### src/rtl/vga_pixel_feeder.sv
// Buffers the frame-buffer pixel stream in a small FIFO and hands one RGB word per
// active pixel to the VGA timing generator, realigning to frame starts after any error.
module vga_pixel_feeder #(
  parameter int HDISP = 800,
  parameter int VDISP = 480,
  parameter int DEPTH = 16
) (
  input  logic                     pixel_clk,
  input  logic                     pixel_rst,
  input  logic                     in_valid,
  output logic                     in_ready,
  input  logic [23:0]              in_data,
  input  logic                     in_sof,
  input  logic                     frame_start,
  input  logic                     pix_req,
  output logic [23:0]              rgb_out,
  output logic                     underflow,
  output logic                     resync,
  output logic [$clog2(DEPTH):0]   level
);

  localparam int PIX_TOTAL = HDISP * VDISP;
  localparam int AW        = $clog2(DEPTH);
  localparam int LW        = AW + 1;
  localparam int CW        = $clog2(PIX_TOTAL + 1);

  typedef enum logic [1:0] {
    RESYNC     = 2'd0,
    WAIT_FRAME = 2'd1,
    RUN        = 2'd2
  } state_t;

  state_t          state_reg, state_next;
  logic [24:0]     mem [DEPTH];
  logic [AW-1:0]   wr_ptr_reg, rd_ptr_reg;
  logic [LW-1:0]   level_reg;
  logic [CW-1:0]   cnt_reg;
  logic [23:0]     rgb_reg, rgb_next;
  logic            underflow_reg;

  logic            push, pop, flush;
  logic            rgb_load, cnt_clr, cnt_inc, set_underflow;
  logic            full, empty;
  logic [24:0]     head;
  logic            head_sof;

  assign full     = (level_reg == LW'(DEPTH));
  assign empty    = (level_reg == '0);
  assign head     = mem[rd_ptr_reg];
  assign head_sof = head[24];

  always_comb begin
    state_next    = state_reg;
    push          = 1'b0;
    pop           = 1'b0;
    flush         = 1'b0;
    rgb_load      = 1'b0;
    rgb_next      = '0;
    cnt_clr       = 1'b0;
    cnt_inc       = 1'b0;
    set_underflow = 1'b0;
    in_ready      = 1'b1;

    case (state_reg)
      RESYNC: begin
        // FIFO is always empty here; only a start-of-frame word may enter.
        if (pix_req) rgb_load = 1'b1;
        if (in_valid && in_sof) begin
          push       = 1'b1;
          state_next = WAIT_FRAME;
        end
      end

      WAIT_FRAME: begin
        if (pix_req) rgb_load = 1'b1;
        if (frame_start) begin
          if (!empty && head_sof) begin
            state_next = RUN;
            cnt_clr    = 1'b1;
          end else begin
            state_next = RESYNC;
            flush      = 1'b1;
          end
        end
      end

      RUN: begin
        if (frame_start) begin
          // New frame before the current one finished: drop everything.
          if (pix_req) rgb_load = 1'b1;
          state_next = RESYNC;
          flush      = 1'b1;
        end else if (pix_req) begin
          rgb_load = 1'b1;
          if (empty) begin
            set_underflow = 1'b1;
            flush         = 1'b1;
            state_next    = RESYNC;
          end else if (head_sof && (cnt_reg != '0)) begin
            flush      = 1'b1;
            state_next = RESYNC;
          end else begin
            pop      = 1'b1;
            rgb_next = head[23:0];
            cnt_inc  = 1'b1;
            if (cnt_reg == CW'(PIX_TOTAL - 1)) state_next = WAIT_FRAME;
          end
        end
      end

      default: begin
        state_next = RESYNC;
        flush      = 1'b1;
      end
    endcase

    // A same-cycle pop frees a slot, so a full FIFO can still accept.
    if (state_reg != RESYNC) begin
      in_ready = !full || pop;
      push     = in_valid && in_ready && !flush;
    end
  end

  always_ff @(posedge pixel_clk or posedge pixel_rst) begin
    if (pixel_rst) begin
      state_reg     <= RESYNC;
      wr_ptr_reg    <= '0;
      rd_ptr_reg    <= '0;
      level_reg     <= '0;
      cnt_reg       <= '0;
      rgb_reg       <= '0;
      underflow_reg <= 1'b0;
    end else begin
      state_reg <= state_next;
      if (flush) begin
        wr_ptr_reg <= '0;
        rd_ptr_reg <= '0;
        level_reg  <= '0;
      end else begin
        if (push) wr_ptr_reg <= wr_ptr_reg + AW'(1);
        if (pop)  rd_ptr_reg <= rd_ptr_reg + AW'(1);
        level_reg <= level_reg + LW'(push) - LW'(pop);
      end
      if (cnt_clr)      cnt_reg <= '0;
      else if (cnt_inc) cnt_reg <= cnt_reg + CW'(1);
      if (rgb_load)      rgb_reg       <= rgb_next;
      if (set_underflow) underflow_reg <= 1'b1;
    end
  end

  always_ff @(posedge pixel_clk) begin
    if (push) mem[wr_ptr_reg] <= {in_sof, in_data};
  end

  assign rgb_out   = rgb_reg;
  assign underflow = underflow_reg;
  assign resync    = (state_reg == RESYNC);
  assign level     = level_reg;

endmodule
### config.mk
export PLATFORM = sky130hd
export DESIGN_NAME = vga_pixel_feeder
export DESIGN_NICKNAME = d
export VERILOG_FILES = /design/src/rtl/vga_pixel_feeder.sv
export SDC_FILE = /design/constraint.sdc
export NUM_CORES = 1
export LEC_CHECK = 0
export BUFFER_PORTS_ARGS = -buffer_cell sky130_fd_sc_hd__buf_2
export CAP_MARGIN = 25
export CELL_PAD_IN_SITES_DETAIL_PLACEMENT = 0
export CELL_PAD_IN_SITES_GLOBAL_PLACEMENT = 1
export CORE_MARGIN = 2
export CORE_UTILIZATION = 51
export CTS_BUF_LIST = sky130_fd_sc_hd__clkbuf_4 sky130_fd_sc_hd__clkbuf_8
export DETAILED_ROUTE_END_ITERATION = 6
export GPL_ROUTABILITY_DRIVEN = 0
export PLACE_DENSITY_LB_ADDON = 0.15
export SLEW_MARGIN = 30
export SYNTH_ARGS = -nofsm -noshare
export SYNTH_HDL_FRONTEND = slang
export SYNTH_SLANG_ARGS = --single-unit
### constraint.sdc
create_clock -name pixel_clk -period 3.9 [get_ports pixel_clk]
set_input_delay 0.39 -clock pixel_clk [delete_from_list [all_inputs] [get_ports pixel_clk]]
set_output_delay 0.39 -clock pixel_clk [all_outputs]
set_load 0.005 [all_outputs]
==> impl_metrics.yaml, run 1 <==
floorplanning:
  dieArea_sq_mm: 0.0374
  ioPinCount: 62
  rows: 69
  coreArea_sq_mm: 0.0354
  start_util_pct: 51.6
  die_x_um: 193
  fp.dieH_um: 193
setup_path:
  crit_fanout: 7
  setup.worst_path.class: "reg -> reg"
  crit-reg2reg-launch: "rd_ptr_reg[0]"
  path_depth: 18
  reg2reg_depth: 18
  crit_buf_inv: 5
  cpPeakStageDelay_ns: 0.52
  critPathRequiredTime_ns: 4.38
  critical-path-slowest-cell: "dfrtp_4"
  critPathLaunch: "rd_ptr_reg[0]"
  r2r_end: "level[4]"
  cp.arrival_ns: 4.14
  cp-endpoint: "level[4]"
  reg2reg_slack_ns: 0.24
  critPathTopFamily: "compound AO/OA/AOI/OAI gates"
  crit_chain: "buf_4 > mux2i_1 > a31o_1 > or3_4 > a211o_1 > a311oi_4 > inv_2 > ha_1 > inv_1 > ha_1 > inv_1 > fa_1 > inv_1 > a21oi_1 > nor2_1 > nor2_1 > xnor2_1 > nor2_1"
  cp-end-kind: "flop"
  critPathLaunchType: "flop"
power:
  design_power_total_uw: 12400
  clock_power_share_pct: 36.4
  internal-power_uw: 9300
  p_sw_share_pct: 24.9
  power_frac_comb_pct: 16.9
  seqPwrFrac_pct: 46.6
  p_switching_uw: 3080
  vdd_drop_max_mv: 0.339
  leakage_uw: 0.00717
  cellPowerDensity_mw_per_mm2: 584
timing:
  fin_crit_sh_pct: 93.8
  finalClockSkew_ns: 0.0309
  tightest_slew_ns: 0.939
  final_hold_viol_count: 0
  relSlewSlack_pct: 37.4
  fin_crit_ns: 3.66
  setup_tns_ns: 0
  setup_viol: 0
  finalMaxSlewViolations: 0
  rsz0062_at_grt: "no"
  fmax_mhz: 273
clocking:
  cts_tree: "built"
  cts-buffers-inserted: 76
  clockRootBuffer: "clkbuf_8"
  clock_insertion_delay_worst_skew_ns: 0.61
  path_clk_slew_ns: 0.06
  clock_path_buffers: 3
  htreeDepth: 3
  cts.sinks: 459
synthesis:
  yosysMostFrequentCell: "edfxtp_1"
  synth.yosys.seq_area_share_pct: 73.8
  yosys.area.top_type_share_pct: 65.7
  yosys-top-cells-area: "edfxtp_1, mux4_2, dfrtp_1"
  postSynth.asyncResetShare_pct: 12.9
  syn_inst: 927
  yosys_warnings: 0
  synth-edff-count: 400
  syn-num-nets: 971
  syn-mean-instance-area_sq_um: 19.7
  synth-seq-cells: 459
  netlist.top_cell.by_area: "edfxtp_1"
  synth_top_flop_cell: "edfxtp_1"
  syn_area_sq_mm: 0.0183
  synth.distinct_cells: 61
  synthTopCellsByCount: "edfxtp_1, mux4_2, dfrtp_1"
layout:
  fin_cells: 1591
  largest_reg_flops: 400
  utilization_pct: 59.9
  drive_above_1_share_pct: 34.6
  design_area_sq_mm: 0.0212
  syn_to_final_growth_pct: 16.0
  finalNetCount: 1113
detailed_routing:
  vias: 9250
  ant_nets: 0
  drt-wirelength-per-cell_um: 25.1
  first_pass_iters: 6
  drt-total-wl_um: 39900
  drt_iter0_markers: 708
  drcViolationCount: 0
  vias_per_cell: 5.81
global_routing:
  busiest_layer: "met2"
  antenna_found_initial: 3
  grt-ovfl-total: 0
  grt_max_degree: 61
  use_met3_pct: 4.24
  track_usage_pct: 22.0
  grt_use_met2_pct: 35.1
  grt_pass1_wl_um: 60500
  grt_use_met1_pct: 31.4
  grt_pass1_vias: 9606
place:
  port_buffers: 61
  dpl.hpwl_um: 22900
  placed_area_sq_mm: 0.0195
  placed_cells: 1449
run:
  max-cap-violations: 0
min_path:
  hold_path.class: "in -> reg"
status:
  status: "complete, no violations"
## what timing repair did
action,in CTS,in global routing
setup endpoints to repair,0,1
hold buffers,1,0
buffers inserted,0,2
hold endpoints to repair,38,0
gates resized for setup,0,2
## cells by family (layout without fill, tap and decap cells)
group	Yosys count	in the layout	synth area share, %
buffers and inverters	69	270	1.62
adders and majority gates	14	14	1.00
muxes	129	129	14.6
and+or+nand+nor	152	152	4.52
DFF	459	459	73.8
other	0	2	0
xor gates and xnor gates	22	22	1.05
AOI/OAI and AO/OA	82	82	3.36
## cell type report
cell class	instances	area [sq um]
tap	461	577
sequential	459	13500
clock inverter	17	171
multi-input combinational	399	4530
inverter	25	96.3
antenna	2	5.00
fill	2640	14200
clock buffer	120	1500
timing repair buffer	108	827
## power by group through the flow
stage | logic, uW | registers (uW) | clock network [uW]
finish | 2100 | 5770 | 4510
global route | 2290 | 5790 | 4840
CTS | 2120 | 5780 | 4610
detailed placement | 2110 | 5880 | 0
global placement | 2110 | 5860 | 0
floorplan | 1520 | 5830 | 0
## per-stage QoR
stage	hold slack (ns)	worst slack [ns]
3_3_place_gp	0.458	0.230
6_report	0.0956	0.241
3_5_place_dp	0.466	0.221
4_1_cts	0.0577	0.190
5_1_grt	0.0711	0.0140
2_1_floorplan	0.466	0.302
## worst register-to-register path: cells and delay by family, from the launching register on
kind                     cells  cell delay (ns)
AO/OA/AOI/OAI                4             0.92
adder cells (fa/ha/maj)      3             0.86
multiplexers                 1             0.11
XOR/XNOR                     1             0.15
buffers and inverters        5             0.44
AND/OR/NAND/NOR              4             0.55
flip-flops                   1             0.52
## per-layer routing
| layer | wire, um | share of wire, % | up-vias |
|---|---|---|---|
| met1 | 17500 | 44 | 4845 |
| met5 | 12 | 0.030 | - |
| met2 | 19400 | 49 | 266 |
| li1 | - | - | 4069 |
| met3 | 2130 | 5.3 | 68 |
| met4 | 815 | 2.0 | 2 |
## how the worst min path moves through the flow
stage,startpoint,endpoint,cells past startpoint
floorplan,underflow,underflow,1
global placement,underflow,underflow,1
finish,in_valid,wr_ptr_reg[2],3
CTS,in_valid,wr_ptr_reg[2],3
detailed placement,rgb_out[2],rgb_out[2],2
global route,in_valid,wr_ptr_reg[2],3
## cells in the final DEF (no fill, tap or decap), drive strengths merged, types with 18 or more instances in the layout
| master | netlist | layout |
|---|---|---|
| xnor2 | 19 | 19 |
| clkbuf | 24 | 120 |
| and3 | 18 | 18 |
| inv | 25 | 27 |
| nor2 | 42 | 42 |
| buf | 20 | 107 |
| edfxtp | 400 | 400 |
| a22o | 20 | 20 |
| mux4 | 110 | 110 |
| nand2 | 29 | 29 |
| dfrtp | 59 | 59 |
Note: power is estimated with default switching activity, not from simulation.
==> inputs of run 2 (changes only) <==
--- a/config.mk
+++ b/config.mk
@@ -5,16 +5,17 @@
 export SDC_FILE = /design/constraint.sdc
 export NUM_CORES = 1
 export LEC_CHECK = 0
+export ABC_AREA = 1
 export BUFFER_PORTS_ARGS = -buffer_cell sky130_fd_sc_hd__buf_2
 export CAP_MARGIN = 25
 export CELL_PAD_IN_SITES_DETAIL_PLACEMENT = 0
 export CELL_PAD_IN_SITES_GLOBAL_PLACEMENT = 1
 export CORE_MARGIN = 2
-export CORE_UTILIZATION = 51
+export CORE_UTILIZATION = 48
 export CTS_BUF_LIST = sky130_fd_sc_hd__clkbuf_4 sky130_fd_sc_hd__clkbuf_8
 export DETAILED_ROUTE_END_ITERATION = 6
 export GPL_ROUTABILITY_DRIVEN = 0
-export PLACE_DENSITY_LB_ADDON = 0.15
+export PLACE_DENSITY = 0.83
 export SLEW_MARGIN = 30
 export SYNTH_ARGS = -nofsm -noshare
 export SYNTH_HDL_FRONTEND = slang
==> run 2 against run 1 <==
  * Register-to-register slack improved by 0.49 ns
  * Non-clock buffer count increased by 8
  * Sequential share of layout area shrank 0.23 points
  * Area after synthesis up 2.5%
  * Critical endpoint unchanged
  * Setup slack better by 0.49 ns
  * Critical path type unchanged
  * Largest power group unchanged
  * Synthesized cell count rose by 58%
  * Total power is 0.98% higher
  * Global-route usage up 1.0 points
  * Via count increased by 34%
  * Die area rose by 8.7%
  * Core utilization is 4.7 points lower
  * First-iteration DRC count up 59%
==> impl_metrics.yaml, run 2 <==
status:
  status: "complete, no violations"
detailed_routing:
  first_pass_iters: 5
  vias: 12400
  drt-total-wl_um: 46500
  drcViolationCount: 0
  drt-wirelength-per-cell_um: 21.7
  drt_iter0_markers: 1124
  ant_nets: 0
  vias_per_cell: 5.80
synthesis:
  syn-num-nets: 1511
  synth.yosys.seq_area_share_pct: 72.0
  yosysMostFrequentCell: "edfxtp_1"
  yosys-top-cells-area: "edfxtp_1, dfrtp_1, o21ai_0"
  synth-edff-count: 400
  yosys_warnings: 0
  synth-seq-cells: 459
  synth_top_flop_cell: "edfxtp_1"
  postSynth.asyncResetShare_pct: 12.9
  syn-mean-instance-area_sq_um: 12.8
  synth.distinct_cells: 41
  synthTopCellsByCount: "edfxtp_1, o21ai_0, nor2_1"
  syn_area_sq_mm: 0.0187
  syn_inst: 1467
  yosys.area.top_type_share_pct: 64.1
  netlist.top_cell.by_area: "edfxtp_1"
place:
  placed_cells: 2006
  post-place-ws_ns: 0.770
  dpl.hpwl_um: 25800
  port_buffers: 61
setup_path:
  crit_buf_inv: 5
  crit_chain: "inv_4 > nand2_1 > nand3_1 > nand3_1 > nand3_1 > nand2_2 > nand2_2 > nand3_2 > inv_2 > nand2_2 > nand2_4 > nand3_4 > ha_1 > inv_1 > ha_1 > inv_1 > fa_1 > inv_1 > a21oi_1 > nor2_1 > nor2_1 > xor2_1 > nor2_1"
  crit_fanout: 11
  critPathRequiredTime_ns: 4.44
  critPathTopFamily: "simple AND/OR/NAND/NOR gates"
  setup.worst_path.class: "reg -> reg"
  critPathLaunchType: "flop"
  cpPeakStageDelay_ns: 0.55
  cp-end-kind: "flop"
  critical-path-slowest-cell: "dfrtp_4"
  critPathLaunch: "rd_ptr_reg[0]"
  cp.arrival_ns: 3.71
  crit-reg2reg-launch: "rd_ptr_reg[0]"
global_routing:
  grt_pass1_wl_um: 71200
  grt_max_degree: 107
  antenna_found_initial: 2
  grt-ovfl-total: 0
  track_usage_pct: 23.0
  grt_pass1_vias: 12200
layout:
  drive_above_1_share_pct: 17.9
  utilization_pct: 55.2
  finalNetCount: 1609
  final_common_cell: "edfxtp_1"
  fin_cells: 2143
  largest_reg_flops: 400
  syn_to_final_growth_pct: 13.6
  layout_common_cells: "edfxtp_1, o21ai_0, nor2_1, nand2_1, clkbuf_8"
clocking:
  clock_insertion_delay_worst_skew_ns: 0.61
  cts-buffers-inserted: 74
  clock_path_buffers: 3
  cts_resized: 0
  cts.sinks: 459
  cts_tree: "built"
  path_clk_slew_ns: 0.06
  clockRootBuffer: "clkbuf_8"
  htreeDepth: 3
timing:
  setup_tns_ns: 0
  relSlewSlack_pct: 34.4
  final_hold_viol_count: 0
  finalClockSkew_ns: 0.0210
  layout_setup_ws_ns: 0.728
  tightest_slew_ns: 0.985
  fmax_mhz: 315
  setup_viol: 0
  fin_crit_ns: 3.17
  finalMaxSlewViolations: 0
  fin_crit_sh_pct: 81.3
  rsz0062_at_grt: "no"
floorplanning:
  rows: 72
  die_x_um: 202
  coreArea_sq_mm: 0.0386
  start_util_pct: 48.6
  ioPinCount: 62
  dieArea_sq_mm: 0.0406
  fp.dieH_um: 202
run:
  max-cap-violations: 0
min_path:
  min_from: "pix_req"
  hold_path.class: "in -> reg"
power:
  design_power_total_uw: 12500
  vdd_drop_max_mv: 0.301
  leakage_uw: 0.00762
  cellPowerDensity_mw_per_mm2: 588
## run 2: repair_timing
item | CTS | global route
endpoints found under the hold margin | 59 | 0
buffers inserted | 0 | 0
hold buffers | 1 | 0
## run 2: stage by stage
stage          hold slack, ns  instance area [sq um]
2_1_floorplan           0.460                  18700
3_3_place_gp            0.491                  19800
3_5_place_dp            0.493                  19800
4_1_cts                0.0689                  21300
5_1_grt                0.0923                  21300
6_report                0.121                  21300
## run 2: worst paths after layout
kind                                 end  slack [ns]  depth (start not counted)
hold reg to reg               cnt_reg[5]        0.51                          1
setup reg to reg                level[4]        0.73                         23
hold / removal                 underflow        0.12                          2
min in group asynchronous     rgb_out[9]        0.46                          4
setup / recovery                level[4]        0.73                         23
max in group asynchronous  rd_ptr_reg[0]        3.01                          4
## run 2: routing by layer
| layer | routed length (um) | vias to the layer above | GRT usage (%) |
|---|---|---|---|
| met5 | 0 | - | 0 |
| met4 | 1290 | 0 | 9.14 |
| met3 | 3690 | 96 | 4.52 |
| met2 | 22100 | 516 | 36.4 |
| met1 | 19500 | 6163 | 31.6 |
| li1 | - | 5662 | - |
## run 2: area by class of cell
cell class              instances  area [sq um]
well taps                     518           648
clock buffers                 110          1320
multi-input cells             843          4630
repair buffers                116           728
inverters                      71           269
diodes                          2          5.00
fillers                      3177         17300
flip-flops and latches        459         13500
clock inverters                24           176
## run 2: report_power, final
group | total (uW) | switching, uW | leakage [uW] | internal, uW
clock network | 4150 | 1840 | 0.000795 | 2310
logic | 2250 | 1570 | 0.00241 | 678
registers | 6110 | 195 | 0.00441 | 5910
total | 12500 | 3600 | 0.00762 | 8900
## run 2: cell families after synthesis
logic type      synth area share [%]
buf+inv                         3.67
simple gates                    9.26
compound gates                  13.6
fa+ha+maj                      0.975
xor+xnor                       0.468
flops                           72.0
==> inputs of run 3 (changes only) <==
--- a/config.mk
+++ b/config.mk
@@ -5,17 +5,17 @@
 export SDC_FILE = /design/constraint.sdc
 export NUM_CORES = 1
 export LEC_CHECK = 0
-export ABC_AREA = 1
+export ABC_AREA = 0
 export BUFFER_PORTS_ARGS = -buffer_cell sky130_fd_sc_hd__buf_2
 export CAP_MARGIN = 25
 export CELL_PAD_IN_SITES_DETAIL_PLACEMENT = 0
 export CELL_PAD_IN_SITES_GLOBAL_PLACEMENT = 1
 export CORE_MARGIN = 2
-export CORE_UTILIZATION = 48
+export CORE_UTILIZATION = 56
 export CTS_BUF_LIST = sky130_fd_sc_hd__clkbuf_4 sky130_fd_sc_hd__clkbuf_8
 export DETAILED_ROUTE_END_ITERATION = 6
 export GPL_ROUTABILITY_DRIVEN = 0
-export PLACE_DENSITY = 0.83
+export PLACE_DENSITY = 0.86
 export SLEW_MARGIN = 30
 export SYNTH_ARGS = -nofsm -noshare
 export SYNTH_HDL_FRONTEND = slang
==> constraint.sdc (replaced) <==
create_clock -name pixel_clk -period 3.1 [get_ports pixel_clk]
set_input_delay 0.31 -clock pixel_clk [delete_from_list [all_inputs] [get_ports pixel_clk]]
set_output_delay 0.31 -clock pixel_clk [all_outputs]
set_load 0.005 [all_outputs]
==> run 3 against run 2 <==
  * The flow now finishes with violations (negative setup slack)
  * Highest routed layer is now met5
  * Register-to-register slack lost 0.92 ns
  * Critical path type unchanged
  * Largest power group unchanged
  * Worst hold slack lost 0.055 ns
  * Sequential power grew 18%
  * Largest cell class unchanged
  * Critical endpoint unchanged
  * Final cell count shrank 24%
  * Clock power grew 22%
  * Setup slack lost 0.92 ns
==> impl_metrics.yaml, run 3 (same netlist as run 1, synthesis figures left out) <==
timing:
  fin_crit_ns: 3.29
  finalClockSkew_ns: 0.0299
  final_hold_viol_count: 0
  rsz0062_at_grt: "yes"
  relSlewSlack_pct: 41.0
  finalHoldWorstSlack_ns: 0.0653
  layout_setup_ws_ns: -0.189
  fmax_mhz: 304
  setup_viol: 2
  setup_tns_ns: -0.272
  finalMaxSlewViolations: 0
  tightest_slew_ns: 0.886
  fin_crit_sh_pct: 106
layout:
  design_area_sq_mm: 0.0217
  n_fill_cell: 2086
  syn_to_final_growth_pct: 18.7
  fin_cells: 1629
  layout_common_cells: "edfxtp_1, mux4_2, clkbuf_8, buf_4, buf_2"
  finalNetCount: 1172
  largest_reg_flops: 400
  drive_above_1_share_pct: 38.4
  final_common_cell: "edfxtp_1"
detailed_routing:
  vias: 9683
  drt-wirelength-per-cell_um: 24.0
  drt_iter0_markers: 1014
  vias_per_cell: 5.94
  ant_nets: 0
  drt-total-wl_um: 39000
  first_pass_iters: 5
  drcViolationCount: 0
global_routing:
  track_usage_pct: 24.1
  grt_pass1_wl_um: 59100
  grt_pass1_vias: 9878
  grt-ovfl-total: 0
  antenna_found_initial: 2
  grt_max_degree: 63
floorplanning:
  ioPinCount: 62
  start_util_pct: 56.4
  dieArea_sq_mm: 0.0341
  die_x_um: 185
  fp.dieH_um: 185
  rows: 66
  coreArea_sq_mm: 0.0324
place:
  port_buffers: 61
  dpl.hpwl_um: 23000
  placed_cells: 1485
  placed_area_sq_mm: 0.0201
clocking:
  cts_tree: "built"
  path_clk_slew_ns: 0.06
  htreeDepth: 3
  cts.sinks: 459
  clockRootBuffer: "clkbuf_8"
  cts-buffers-inserted: 73
  clock_insertion_delay_worst_skew_ns: 0.61
  clock_path_buffers: 3
setup_path:
  critPathRequiredTime_ns: 3.54
  cp-end-kind: "flop"
  critPathLaunchType: "flop"
  cp.arrival_ns: 3.73
  setup.worst_path.class: "reg -> reg"
  crit_fanout: 5
power:
  vdd_drop_max_mv: 0.420
  cellPowerDensity_mw_per_mm2: 702
  p_sw_share_pct: 25.3
  leakage_uw: 0.00744
  clock_power_share_pct: 33.2
  power_frac_comb_pct: 19.2
  p_switching_uw: 3850
  seqPwrFrac_pct: 47.6
  internal-power_uw: 11400
run:
  max-cap-violations: 0
status:
  violations: "negative setup slack"
  status: "complete, but fails checks"
min_path:
  hold_path.class: "in -> reg"
[run 3: cell count changes in the layout (fill, tap and decap cells not counted), moves of 18 or more]
| cell | delta |
|---|---|
| nand2_1 | -83 |
| buf_4 | +26 |
| buf_12 | +23 |
| nand3_1 | -35 |
| o221ai_1 | -76 |
| nor2_1 | -156 |
| inv_1 | -48 |
| xnor2_1 | +18 |
| a22o_1 | +20 |
| a21oi_1 | -61 |
| o21ai_0 | -194 |
| mux4_2 | +110 |
[run 3: per-layer routing]
layer	GRT usage (%)	wire length, um	vias to the layer above
met5	0	13	-
met4	6.70	737	2
met3	5.65	3130	69
met2	39.3	19500	434
met1	33.0	15600	4981
li1	-	-	4197
[run 3: what timing repair did]
| action | in CTS | in global routing |
|---|---|---|
| hold buffers | 1 | 0 |
| pin swaps | 7 | 8 |
| buffers inserted | 7 | 3 |
| setup endpoints to repair | 13 | 378 |
| endpoints found under the hold margin | 59 | 0 |
| gates resized for setup | 9 | 15 |
[run 3: cell type report]
type / instances / area (sq um) / share of cell area, %
Antenna cell: 1 / 2.50 / 0.0115
Sequential cell: 459 / 13500 / 62.2
Tap cell: 442 / 553 / 2.55
Timing Repair Buffer: 170 / 1450 / 6.68
Inverter: 25 / 93.8 / 0.433
Multi-Input combinational cell: 399 / 4630 / 21.4
Clock inverter: 30 / 170 / 0.785
Clock buffer: 103 / 1290 / 5.96
[run 3: final timing paths]
check                              start       endpoint  slack, ns  cells after the start
max                        rd_ptr_reg[0]       level[4]      -0.19                     17
min                             in_valid  wr_ptr_reg[2]       0.07                      3
max reg2reg                rd_ptr_reg[0]       level[4]      -0.19                     17
min reg2reg                    underflow      underflow       0.48                      1
max in group asynchronous      pixel_rst  rd_ptr_reg[1]       2.31                      4
min in group asynchronous      pixel_rst   state_reg[0]       0.35                      4
[run 3: power groups by stage]
stage / logic [uW] / registers [uW] / clock network (uW)
2_1_floorplan: 1950 / 7340 / 0
3_3_place_gp: 2790 / 7350 / 0
3_5_place_dp: 2830 / 7370 / 0
4_1_cts: 2900 / 7240 / 5160
5_1_grt: 3170 / 7270 / 5420
6_report: 2920 / 7240 / 5060
[run 3: stage by stage]
| step | util [%] | total power [uW] | worst slack [ns] |
|---|---|---|---|
| 3_5_place_dp | 62.0 | 10200 | -0.304 |
| 2_1_floorplan | - | 9290 | -0.352 |
| 3_3_place_gp | 62.0 | 10100 | -0.264 |
| 4_1_cts | 66.8 | 15300 | -0.237 |
| 6_report | 67.0 | 15200 | -0.189 |
| 5_1_grt | 67.0 | 15900 | -0.425 |
[run 3: critical path: stages (launching register included)]
cell      delay [ns]
dfrtp_4         0.52
mux4_2          0.34
nor2_1          0.05
or3_4           0.39
a211o_1         0.31
a311oi_4        0.26
inv_2           0.09
ha_4            0.22
inv_2           0.06
ha_4            0.12
inv_2           0.03
fa_2            0.34
inv_2           0.06
a21oi_2         0.04
nor2_1          0.08
nor2_1          0.05
xnor2_1         0.13
nor2_1          0.05
